--- src/rtl/shift_arbiter_if.sv ---
// Bundles the requester-side and shifter-side signals of shift_arbiter.
// master = the arbiter's view; slave = the requesters plus the shifter.
interface shift_arbiter_if #(
    parameter int unsigned NUM_REQ    = 2,
    parameter int unsigned DATA_WIDTH = 64
);
    logic [NUM_REQ-1:0]            req_stb;
    logic [NUM_REQ-1:0]            req_arith;
    logic [NUM_REQ-1:0]            req_left;
    logic [NUM_REQ-1:0]            req_alu32;
    logic [NUM_REQ*DATA_WIDTH-1:0] req_value;
    logic [NUM_REQ*DATA_WIDTH-1:0] req_shift;
    logic [NUM_REQ-1:0]            req_ack;
    logic [DATA_WIDTH-1:0]         req_out;
    logic                          sh_stb;
    logic                          sh_arith;
    logic                          sh_left;
    logic [DATA_WIDTH-1:0]         sh_value;
    logic [DATA_WIDTH-1:0]         sh_shift;
    logic [DATA_WIDTH-1:0]         sh_out;
    logic                          sh_ack;
    logic                          busy;
    logic                          err_timeout;

    modport master (
        input  req_stb, req_arith, req_left, req_alu32, req_value, req_shift, sh_out, sh_ack,
        output req_ack, req_out, sh_stb, sh_arith, sh_left, sh_value, sh_shift, busy,
        output err_timeout
    );

    modport slave (
        output req_stb, req_arith, req_left, req_alu32, req_value, req_shift, sh_out, sh_ack,
        input  req_ack, req_out, sh_stb, sh_arith, sh_left, sh_value, sh_shift, busy,
        input  err_timeout
    );
endinterface

--- src/rtl/shift_arbiter.sv ---
// Round-robin arbiter sharing one multi-cycle 64-bit shifter between NUM_REQ requesters,
// applying eBPF shift-amount masking and 32-bit sub-word operand/result rules.
module shift_arbiter #(
    parameter int unsigned NUM_REQ    = 2,
    parameter int unsigned DATA_WIDTH = 64,
    parameter int unsigned TIMEOUT    = 15
) (
    input  logic            clk,
    input  logic            rst_n,
    shift_arbiter_if.master bus
);
    localparam int unsigned IdxW = (NUM_REQ > 1) ? $clog2(NUM_REQ) : 1;
    localparam int unsigned TmrW = $clog2(TIMEOUT + 1);

    typedef enum logic [2:0] {StDrain, StIdle, StIssue, StWait, StResp} state_e;

    state_e                state_q, state_d;
    logic [1:0]            drain_q, drain_d;
    logic [IdxW-1:0]       rr_q, rr_d;
    logic [IdxW-1:0]       grant_q, grant_d;
    logic                  arith_q, arith_d;
    logic                  left_q, left_d;
    logic                  alu32_q, alu32_d;
    logic [DATA_WIDTH-1:0] value_q, value_d;
    logic [DATA_WIDTH-1:0] shift_q, shift_d;
    logic [DATA_WIDTH-1:0] res_q, res_d;
    logic [TmrW-1:0]       tmr_q, tmr_d;
    logic                  err_q, err_d;

    logic                  any_req;
    logic [IdxW-1:0]       win;
    logic [IdxW-1:0]       cand;
    logic                  w_left, w_alu32, op_arith;
    logic [DATA_WIDTH-1:0] w_value, w_shift, op_value, op_shift;

    // First requester at or above the rr pointer, wrapping at NUM_REQ.
    always_comb begin
        any_req = 1'b0;
        win     = rr_q;
        cand    = '0;
        for (int unsigned k = 0; k < NUM_REQ; k++) begin
            cand = IdxW'((32'(rr_q) + k) % NUM_REQ);
            if (!any_req && bus.req_stb[cand]) begin
                any_req = 1'b1;
                win     = cand;
            end
        end
    end

    always_comb begin
        w_left   = bus.req_left[win];
        w_alu32  = bus.req_alu32[win];
        w_value  = bus.req_value[win*DATA_WIDTH +: DATA_WIDTH];
        w_shift  = bus.req_shift[win*DATA_WIDTH +: DATA_WIDTH];
        op_arith = bus.req_arith[win] & ~w_left;
        if (w_alu32) begin
            op_shift = DATA_WIDTH'(w_shift[4:0]);
            // Sign-extend only for arithmetic right so the upper half shifts in the sign.
            op_value = op_arith ? {{(DATA_WIDTH-32){w_value[31]}}, w_value[31:0]}
                                : {{(DATA_WIDTH-32){1'b0}}, w_value[31:0]};
        end else begin
            op_shift = DATA_WIDTH'(w_shift[5:0]);
            op_value = w_value;
        end
    end

    always_comb begin
        state_d = state_q;
        drain_d = drain_q;
        rr_d    = rr_q;
        grant_d = grant_q;
        arith_d = arith_q;
        left_d  = left_q;
        alu32_d = alu32_q;
        value_d = value_q;
        shift_d = shift_q;
        res_d   = res_q;
        tmr_d   = tmr_q;
        err_d   = err_q;
        case (state_q)
            StDrain: begin
                drain_d = drain_q - 2'd1;
                if (drain_q == 2'd1) state_d = StIdle;
            end
            StIdle: begin
                if (any_req) begin
                    grant_d = win;
                    arith_d = op_arith;
                    left_d  = w_left;
                    alu32_d = w_alu32;
                    value_d = op_value;
                    shift_d = op_shift;
                    state_d = StIssue;
                end
            end
            StIssue: begin
                tmr_d   = '0;
                state_d = StWait;
            end
            StWait: begin
                if (bus.sh_ack) begin
                    res_d   = alu32_q ? {{(DATA_WIDTH-32){1'b0}}, bus.sh_out[31:0]} : bus.sh_out;
                    state_d = StResp;
                end else if (tmr_q == TmrW'(TIMEOUT - 1)) begin
                    err_d   = 1'b1;
                    res_d   = '0;
                    state_d = StResp;
                end else begin
                    tmr_d = tmr_q + TmrW'(1);
                end
            end
            StResp: begin
                rr_d    = (grant_q == IdxW'(NUM_REQ - 1)) ? '0 : grant_q + IdxW'(1);
                state_d = StIdle;
            end
            default: state_d = StDrain;
        endcase
    end

    always_ff @(posedge clk or negedge rst_n) begin
        if (!rst_n) begin
            state_q <= StDrain;
            drain_q <= 2'd3;
            rr_q    <= '0;
            grant_q <= '0;
            arith_q <= 1'b0;
            left_q  <= 1'b0;
            alu32_q <= 1'b0;
            value_q <= '0;
            shift_q <= '0;
            res_q   <= '0;
            tmr_q   <= '0;
            err_q   <= 1'b0;
        end else begin
            state_q <= state_d;
            drain_q <= drain_d;
            rr_q    <= rr_d;
            grant_q <= grant_d;
            arith_q <= arith_d;
            left_q  <= left_d;
            alu32_q <= alu32_d;
            value_q <= value_d;
            shift_q <= shift_d;
            res_q   <= res_d;
            tmr_q   <= tmr_d;
            err_q   <= err_d;
        end
    end

    always_comb begin
        bus.req_ack = '0;
        if (state_q == StResp) bus.req_ack[grant_q] = 1'b1;
    end

    assign bus.req_out     = (state_q == StResp) ? res_q : '0;
    assign bus.sh_stb      = (state_q == StIssue);
    assign bus.sh_arith    = arith_q;
    assign bus.sh_left     = left_q;
    assign bus.sh_value    = value_q;
    assign bus.sh_shift    = shift_q;
    assign bus.busy        = (state_q != StIdle);
    assign bus.err_timeout = err_q;
endmodule

--- src/flat_wrapper.sv ---
// flat-port wrapper written by rule: the top's interface ports become plain ports
module shift_arbiter_flat 
#(
    parameter int unsigned NUM_REQ    = 2,
    parameter int unsigned DATA_WIDTH = 64,
    parameter int unsigned TIMEOUT    = 15
)
  (clk, rst_n, bus_req_stb, bus_req_arith, bus_req_left, bus_req_alu32, bus_req_value, bus_req_shift, bus_sh_out, bus_sh_ack, bus_req_ack, bus_req_out, bus_sh_stb, bus_sh_arith, bus_sh_left, bus_sh_value, bus_sh_shift, bus_busy, bus_err_timeout);
  shift_arbiter_if #(.NUM_REQ(NUM_REQ), .DATA_WIDTH(DATA_WIDTH)) bus_i ();
  input  logic clk;
  input  logic rst_n;
  input wire logic [$bits(bus_i.req_stb)-1:0] bus_req_stb;
  input wire logic [$bits(bus_i.req_arith)-1:0] bus_req_arith;
  input wire logic [$bits(bus_i.req_left)-1:0] bus_req_left;
  input wire logic [$bits(bus_i.req_alu32)-1:0] bus_req_alu32;
  input wire logic [$bits(bus_i.req_value)-1:0] bus_req_value;
  input wire logic [$bits(bus_i.req_shift)-1:0] bus_req_shift;
  input wire logic [$bits(bus_i.sh_out)-1:0] bus_sh_out;
  input wire logic [$bits(bus_i.sh_ack)-1:0] bus_sh_ack;
  output wire logic [$bits(bus_i.req_ack)-1:0] bus_req_ack;
  output wire logic [$bits(bus_i.req_out)-1:0] bus_req_out;
  output wire logic [$bits(bus_i.sh_stb)-1:0] bus_sh_stb;
  output wire logic [$bits(bus_i.sh_arith)-1:0] bus_sh_arith;
  output wire logic [$bits(bus_i.sh_left)-1:0] bus_sh_left;
  output wire logic [$bits(bus_i.sh_value)-1:0] bus_sh_value;
  output wire logic [$bits(bus_i.sh_shift)-1:0] bus_sh_shift;
  output wire logic [$bits(bus_i.busy)-1:0] bus_busy;
  output wire logic [$bits(bus_i.err_timeout)-1:0] bus_err_timeout;
  assign bus_i.req_stb = bus_req_stb;
  assign bus_i.req_arith = bus_req_arith;
  assign bus_i.req_left = bus_req_left;
  assign bus_i.req_alu32 = bus_req_alu32;
  assign bus_i.req_value = bus_req_value;
  assign bus_i.req_shift = bus_req_shift;
  assign bus_i.sh_out = bus_sh_out;
  assign bus_i.sh_ack = bus_sh_ack;
  assign bus_req_ack = bus_i.req_ack;
  assign bus_req_out = bus_i.req_out;
  assign bus_sh_stb = bus_i.sh_stb;
  assign bus_sh_arith = bus_i.sh_arith;
  assign bus_sh_left = bus_i.sh_left;
  assign bus_sh_value = bus_i.sh_value;
  assign bus_sh_shift = bus_i.sh_shift;
  assign bus_busy = bus_i.busy;
  assign bus_err_timeout = bus_i.err_timeout;
  shift_arbiter #(.NUM_REQ(NUM_REQ), .DATA_WIDTH(DATA_WIDTH), .TIMEOUT(TIMEOUT)) u_core (.clk(clk), .rst_n(rst_n), .bus(bus_i));
endmodule
--- config.mk ---
export PLATFORM = sky130hd
export DESIGN_NAME = shift_arbiter_flat
export DESIGN_NICKNAME = d
export VERILOG_FILES = /design/src/rtl/shift_arbiter_if.sv /design/src/rtl/shift_arbiter.sv /design/src/flat_wrapper.sv
export SDC_FILE = /design/constraint.sdc
export NUM_CORES = 1
export LEC_CHECK = 0
export BUFFER_PORTS_ARGS = -buffer_cell sky130_fd_sc_hd__buf_4
export CAP_MARGIN = 30
export CORE_AREA = 5 5 202 204
export DETAILED_ROUTE_END_ITERATION = 8
export DIE_AREA = 0 0 207 209
export GPL_TIMING_DRIVEN = 0
export PLACE_DENSITY = 0.47
export SYNTH_ARGS = -nofsm -noshare
export SYNTH_HDL_FRONTEND = slang
export SYNTH_SLANG_ARGS = --single-unit
--- constraint.sdc ---
create_clock -name clk -period 2.6 [get_ports clk]
set_clock_uncertainty 0.15 [all_clocks]
set_input_delay 0.39 -clock clk [delete_from_list [all_inputs] [get_ports clk]]
set_output_delay 0.39 -clock clk [all_outputs]
set_load 0.01 [all_outputs]
After elaboration in Yosys (flattened, before gate mapping) --
Index checks and enable logic that the tools add are counted.
Word-level totals: flip-flop bits (word level) 207, latch bits 0, RAM bits 0, memory bits (read-only) 0, output and inout bits 199, memories 0
Cells by class: add/subtract/negate cells 4, multiply operators 0, divide/modulo/power cells 0, order comparisons 5, eq/ne operators 12, shifts and indexed selects 2, multiplexer cells 32, bitwise gates (word level) 3, reduce and logical (&&, ||, !) cells 11
Operator list (count):
- $mux 64 | 6
- $shiftx 128x8->6 | 1
- $shiftx 128x8->64 | 1
- $mux 1 | 15
- $pmux 3 s5 | 1
- $mux 3 | 4
- $reduce_and 3->1 | 3
- $lt 1x2->1 const B | 4
- $mux 4 | 2
- $pmux 4 s2 | 1
- $eq 3x2->1 const B | 2
- $mux 6 | 1
- $add 4x1->4 const B | 1
- $eq 4x4->1 const B | 1
- $ne 2x1->1 const B | 2
- $ne 2x2->1 const B | 2
- $reduce_and 2->1 | 2
- $reduce_bool 2->1 | 2
- $eq 3x1->1 const B | 1
- $eq 3x3->1 const B | 1
- $logic_not 3->1 | 1
- $ne 3x1->1 const B | 1
- $ne 3x2->1 const B | 1
- $add 1x1->1 const B | 2
- other kinds (9) | 11

Longest topological paths before layout --
depth in word-level cells 12, mapped depth 8, gate-level depth less buffers 7

Worst setup path after synthesis --
No wires, ideal clock.
path kind register to output, start register u_core.state_q[1], end output port bus_req_out[24], arrival time 1.456 ns, data required time 2.060 ns, path slack 0.604 ns, cell stages (with the launch flop) 6, cells stage by stage dfrtp_1 > buf_2 > nor3b_1 > clkbuf_1 > clkbuf_1 > and2_1
Between the ends: cells in the longest elaborated chain, start to end 2
Ends and longest elaborated chain:
- start, declared | RTL line shift_arbiter.sv:17 | state_e state_q, state_d;
- start signal, assigned | RTL line shift_arbiter.sv:122 | state_q <= StDrain;
- start signal, assigned | RTL line shift_arbiter.sv:135 | state_q <= state_d;
- $eq 3x3->1 | RTL line shift_arbiter.sv:155 | assign bus.req_out = (state_q == StResp) ? res_q : '0;
- $mux 64 | RTL line shift_arbiter.sv:155
- end, declared | RTL line flat_wrapper.sv:21 | output wire logic [$bits(bus_i.req_out)-1:0] bus_req_out;
No other way between the ends.

Final worst setup path --
start register u_core.state_q[1], end output port bus_req_out[23]
Same word-level chain as after synthesis.

==> qor.txt <==
Distinct cell type count after synthesis: 37
Count of warnings emitted by yosys: 0
Remaining global-route overflow: 0
Largest net degree at the start of global routing: 81
Total detailed-routing wirelength: 28.6 mm
Number of failing setup endpoints in the final timing report: 0
Data arrival at the endpoint of the critical path: 1910 ps
Total die area: 43300 um^2
Portion of the clock cycle consumed by the worst path in the final layout: 94.3%
Number of antenna violations at the first check in global routing: 0
Portion of the post-synthesis area used by sequential elements: 50.3%
Starting density of the core: 19.0%
GPL Wtd Cong: 0.800
Max Freq: 0.408 GHz
Number of buffers created by CTS: 17
Clock Latency Late Sink: 440 ps
Class of the worst hold path: in -> reg
Layout Cells excl Fill: 1694
Gate Count Post-Synth: 672
Average instance area after synthesis: 11.0 um^2
Status: finished clean
Diode count: 0
Post-detailed-route wirelength per cell: 16.9 um
Slew HR: 42.4%
CP Data Required Time: 2060 ps
Final net count: 1491
Area growth from synthesis to layout: 63.9%
Antenna Violating Nets Remaining: 0
Leakage: 0.00632 uW
Std-Cell Core Area: 39100 um^2
Clock-pin slew on the worst setup and hold paths: 70 ps
Drt drc: 0
Flip-flop and latch count after synthesis: 149
I/O pin count: 530
Count of pins over their slew limit: 0
RSZ-0062 raised after global routing: yes
Clock tree from TritonCTS: yes
Detail Placement HPWL: 22.0 mm
Post-synth top area share: 49.6%
Fraction of synthesis flops using an asynchronous set or reset pin: 100%
Routed vias/inst: 3.86
Synth area leaders: dfrtp_1 (50%), mux2i_1 (9.7%), a22o_1 (7.9%)
Die Span X: 207 um
DR vias: 6547
Transition at the pin with the smallest max-transition slack: 860 ps
Leading cell type in the layout, fill and taps excluded: buf_4
Total placed cells including tap cells: 1611
Largest area contributor in the netlist: dfrtp_1
Critical path endpoint category: primary output
Height of the die: 209 um
Final standard cell area without fillers: 12200 um^2
Netlist area before placement: 7420 um^2
GRT Util Overall: 13.0%
Most frequent cells in the layout: buf_4 (419), dfrtp_1 (146), nand2_1 (80)
Share of final-layout standard cells stronger than drive strength 1: 45.2%
Number of enable-type register cells in the synthesized netlist: 0
Max VDD drop: 0.386 mV
Clock tree root buffer cell: clkbuf_16
Clk sinks: 149
DRC violation total after the first TritonRoute iteration: 240
Length of the first detailed-routing pass in iterations: 5
Final-report hold violation count: 0
Critical path start-end classification: reg -> out
Total cell area at the placement stage: 11000 um^2
Count of port buffers added during placement: 355
Maximum count of clock buffers along a single path: 2
Kind of start point of the critical path: register
Number of global-route vias before repair: 7083
Row cnt: 73
H-tree depth reported by CTS: 4
Pwr/cell area: 911 nW/um^2
Crit path max fanout: 10
Final Critical Period: 2450 ps
Global-route wire length before repair: 43.6 mm
# Max-Cap Violations: 0
Main flop type after synthesis: dfrtp_1
==> cell type report <==
type / count / area (um^2)
fill: 4138 / 26900
clock buffer: 17 / 425
sequential: 149 / 3730
multi-input combinational: 464 / 3180
inverter: 5 / 18.8
tap: 525 / 657
clock inverter: 14 / 176
timing repair buffer: 410 / 3230
buffer: 110 / 744
==> cell usage after synthesis, types with 2 or more instances <==
master	count
a21oi_1	2
a22o_1	67
a31o_2	2
and2_1	66
buf_1	4
buf_2	14
buf_4	62
buf_6	7
clkbuf_1	24
dfrtp_1	147
dfstp_2	2
ha_1	3
inv_1	5
mux2i_1	72
nand2_1	80
nand2b_1	4
nand3_1	3
nor2_1	4
nor2b_1	2
nor3_1	2
o211ai_1	3
o211ai_2	31
o21ai_0	49
o21ai_1	2
o41ai_1	2
or2_2	2
==> timing repair <==
action / 4_1_cts / 5_1_grt
hold buffers: 50 / 1
hold endpoints to repair: 116 / 1
pin swaps: 1 / 1
gates resized for setup: 14 / 13
setup buffers: 2 / 0
endpoints found under the setup margin: 81 / 37
==> state kept, by name (all words and copies together), names as in the netlist <==
name                    cells
u_core.res_q               64
u_core.tmr_q                4
u_core.grant_q              1
u_core.drain_q              2
u_core.bus.sh_left          1
u_core.bus.err_timeout      1
u_core.bus.sh_value        64
u_core.bus.sh_shift         6
u_core.alu32_q              1
u_core.state_q              3
u_core.bus.sh_arith         1
u_core.rr_q                 1
==> metrics by stage <==
| step | setup TNS, ps | power [uW] | util, % | setup WS [ps] | hold WS (ps) |
|---|---|---|---|---|---|
| after floorplan | 0 | 6380 | - | 604 | -55.6 |
| after global placement | -20220 | 8460 | 28.0 | -424 | 313 |
| after detailed placement | -19010 | 8520 | 28.1 | -388 | 248 |
| after CTS | 0 | 11300 | 31.1 | 6.48 | 0.341 |
| after global routing | -2.38 | 11900 | 31.1 | -2.38 | 3.00 |
| final | 0 | 11100 | 31.1 | 148 | 35.9 |
==> cells by family after synthesis <==
family                     share of synthesized area, %
other                                            0.0506
muxes                                              9.71
xor gates and xnor gates                          0.118
buffers and inverters                              9.95
and+or+nand+nor                                    11.7
DFF                                                50.3
adders and majority gates                         0.506
AOI/OAI and AO/OA                                  17.7
==> critical path, cell delays in order (launching register included) <==
cell and delay (ps):
dfrtp_1 360, buf_2 170, nor3b_4 270, buf_4 170, buf_2 180, and2_1 190
buf_4 130
==> path summary, 6_finish.rpt <==
check | start | to | slack, ps | cells after the start
min in group asynchronous | rst_n | u_core.res_q[4]$_DFFE_PN0P_ | 370 | 2
min reg2reg | u_core.bus.err_timeout$_DFFE_PN0P_ | u_core.bus.err_timeout$_DFFE_PN0P_ | 330 | 1
max in group asynchronous | rst_n | u_core.bus.sh_value[51]$_DFFE_PN0P_ | 1080 | 3
min | bus_sh_out[41] | u_core.res_q[41]$_DFFE_PN0P_ | 40 | 2
max | u_core.state_q[1]$_DFFE_PN0P_ | bus_req_out[23] | 150 | 6
max reg2reg | u_core.tmr_q[0]$_DFFE_PN0P_ | u_core.res_q[52]$_DFFE_PN0P_ | 290 | 7
==> layer usage <==
layer / up-vias / routed length, um / global-route usage (%)
li1: 3203 / - / -
met1: 3064 / 12100 / 15.7
met2: 269 / 13900 / 22.0
met3: 11 / 2260 / 4.97
met4: 0 / 295 / 2.94
met5: - / 0 / 0
==> report_power, final <==
part | leakage, uW | total (uW) | switching, uW | internal, uW
clock | 0.000284 | 2620 | 1100 | 1520
combinational | 0.00415 | 4570 | 2320 | 2250
sequential | 0.00188 | 3900 | 563 | 3330
total | 0.00632 | 11100 | 3980 | 7100
Power figures use the tool's default switching activity.
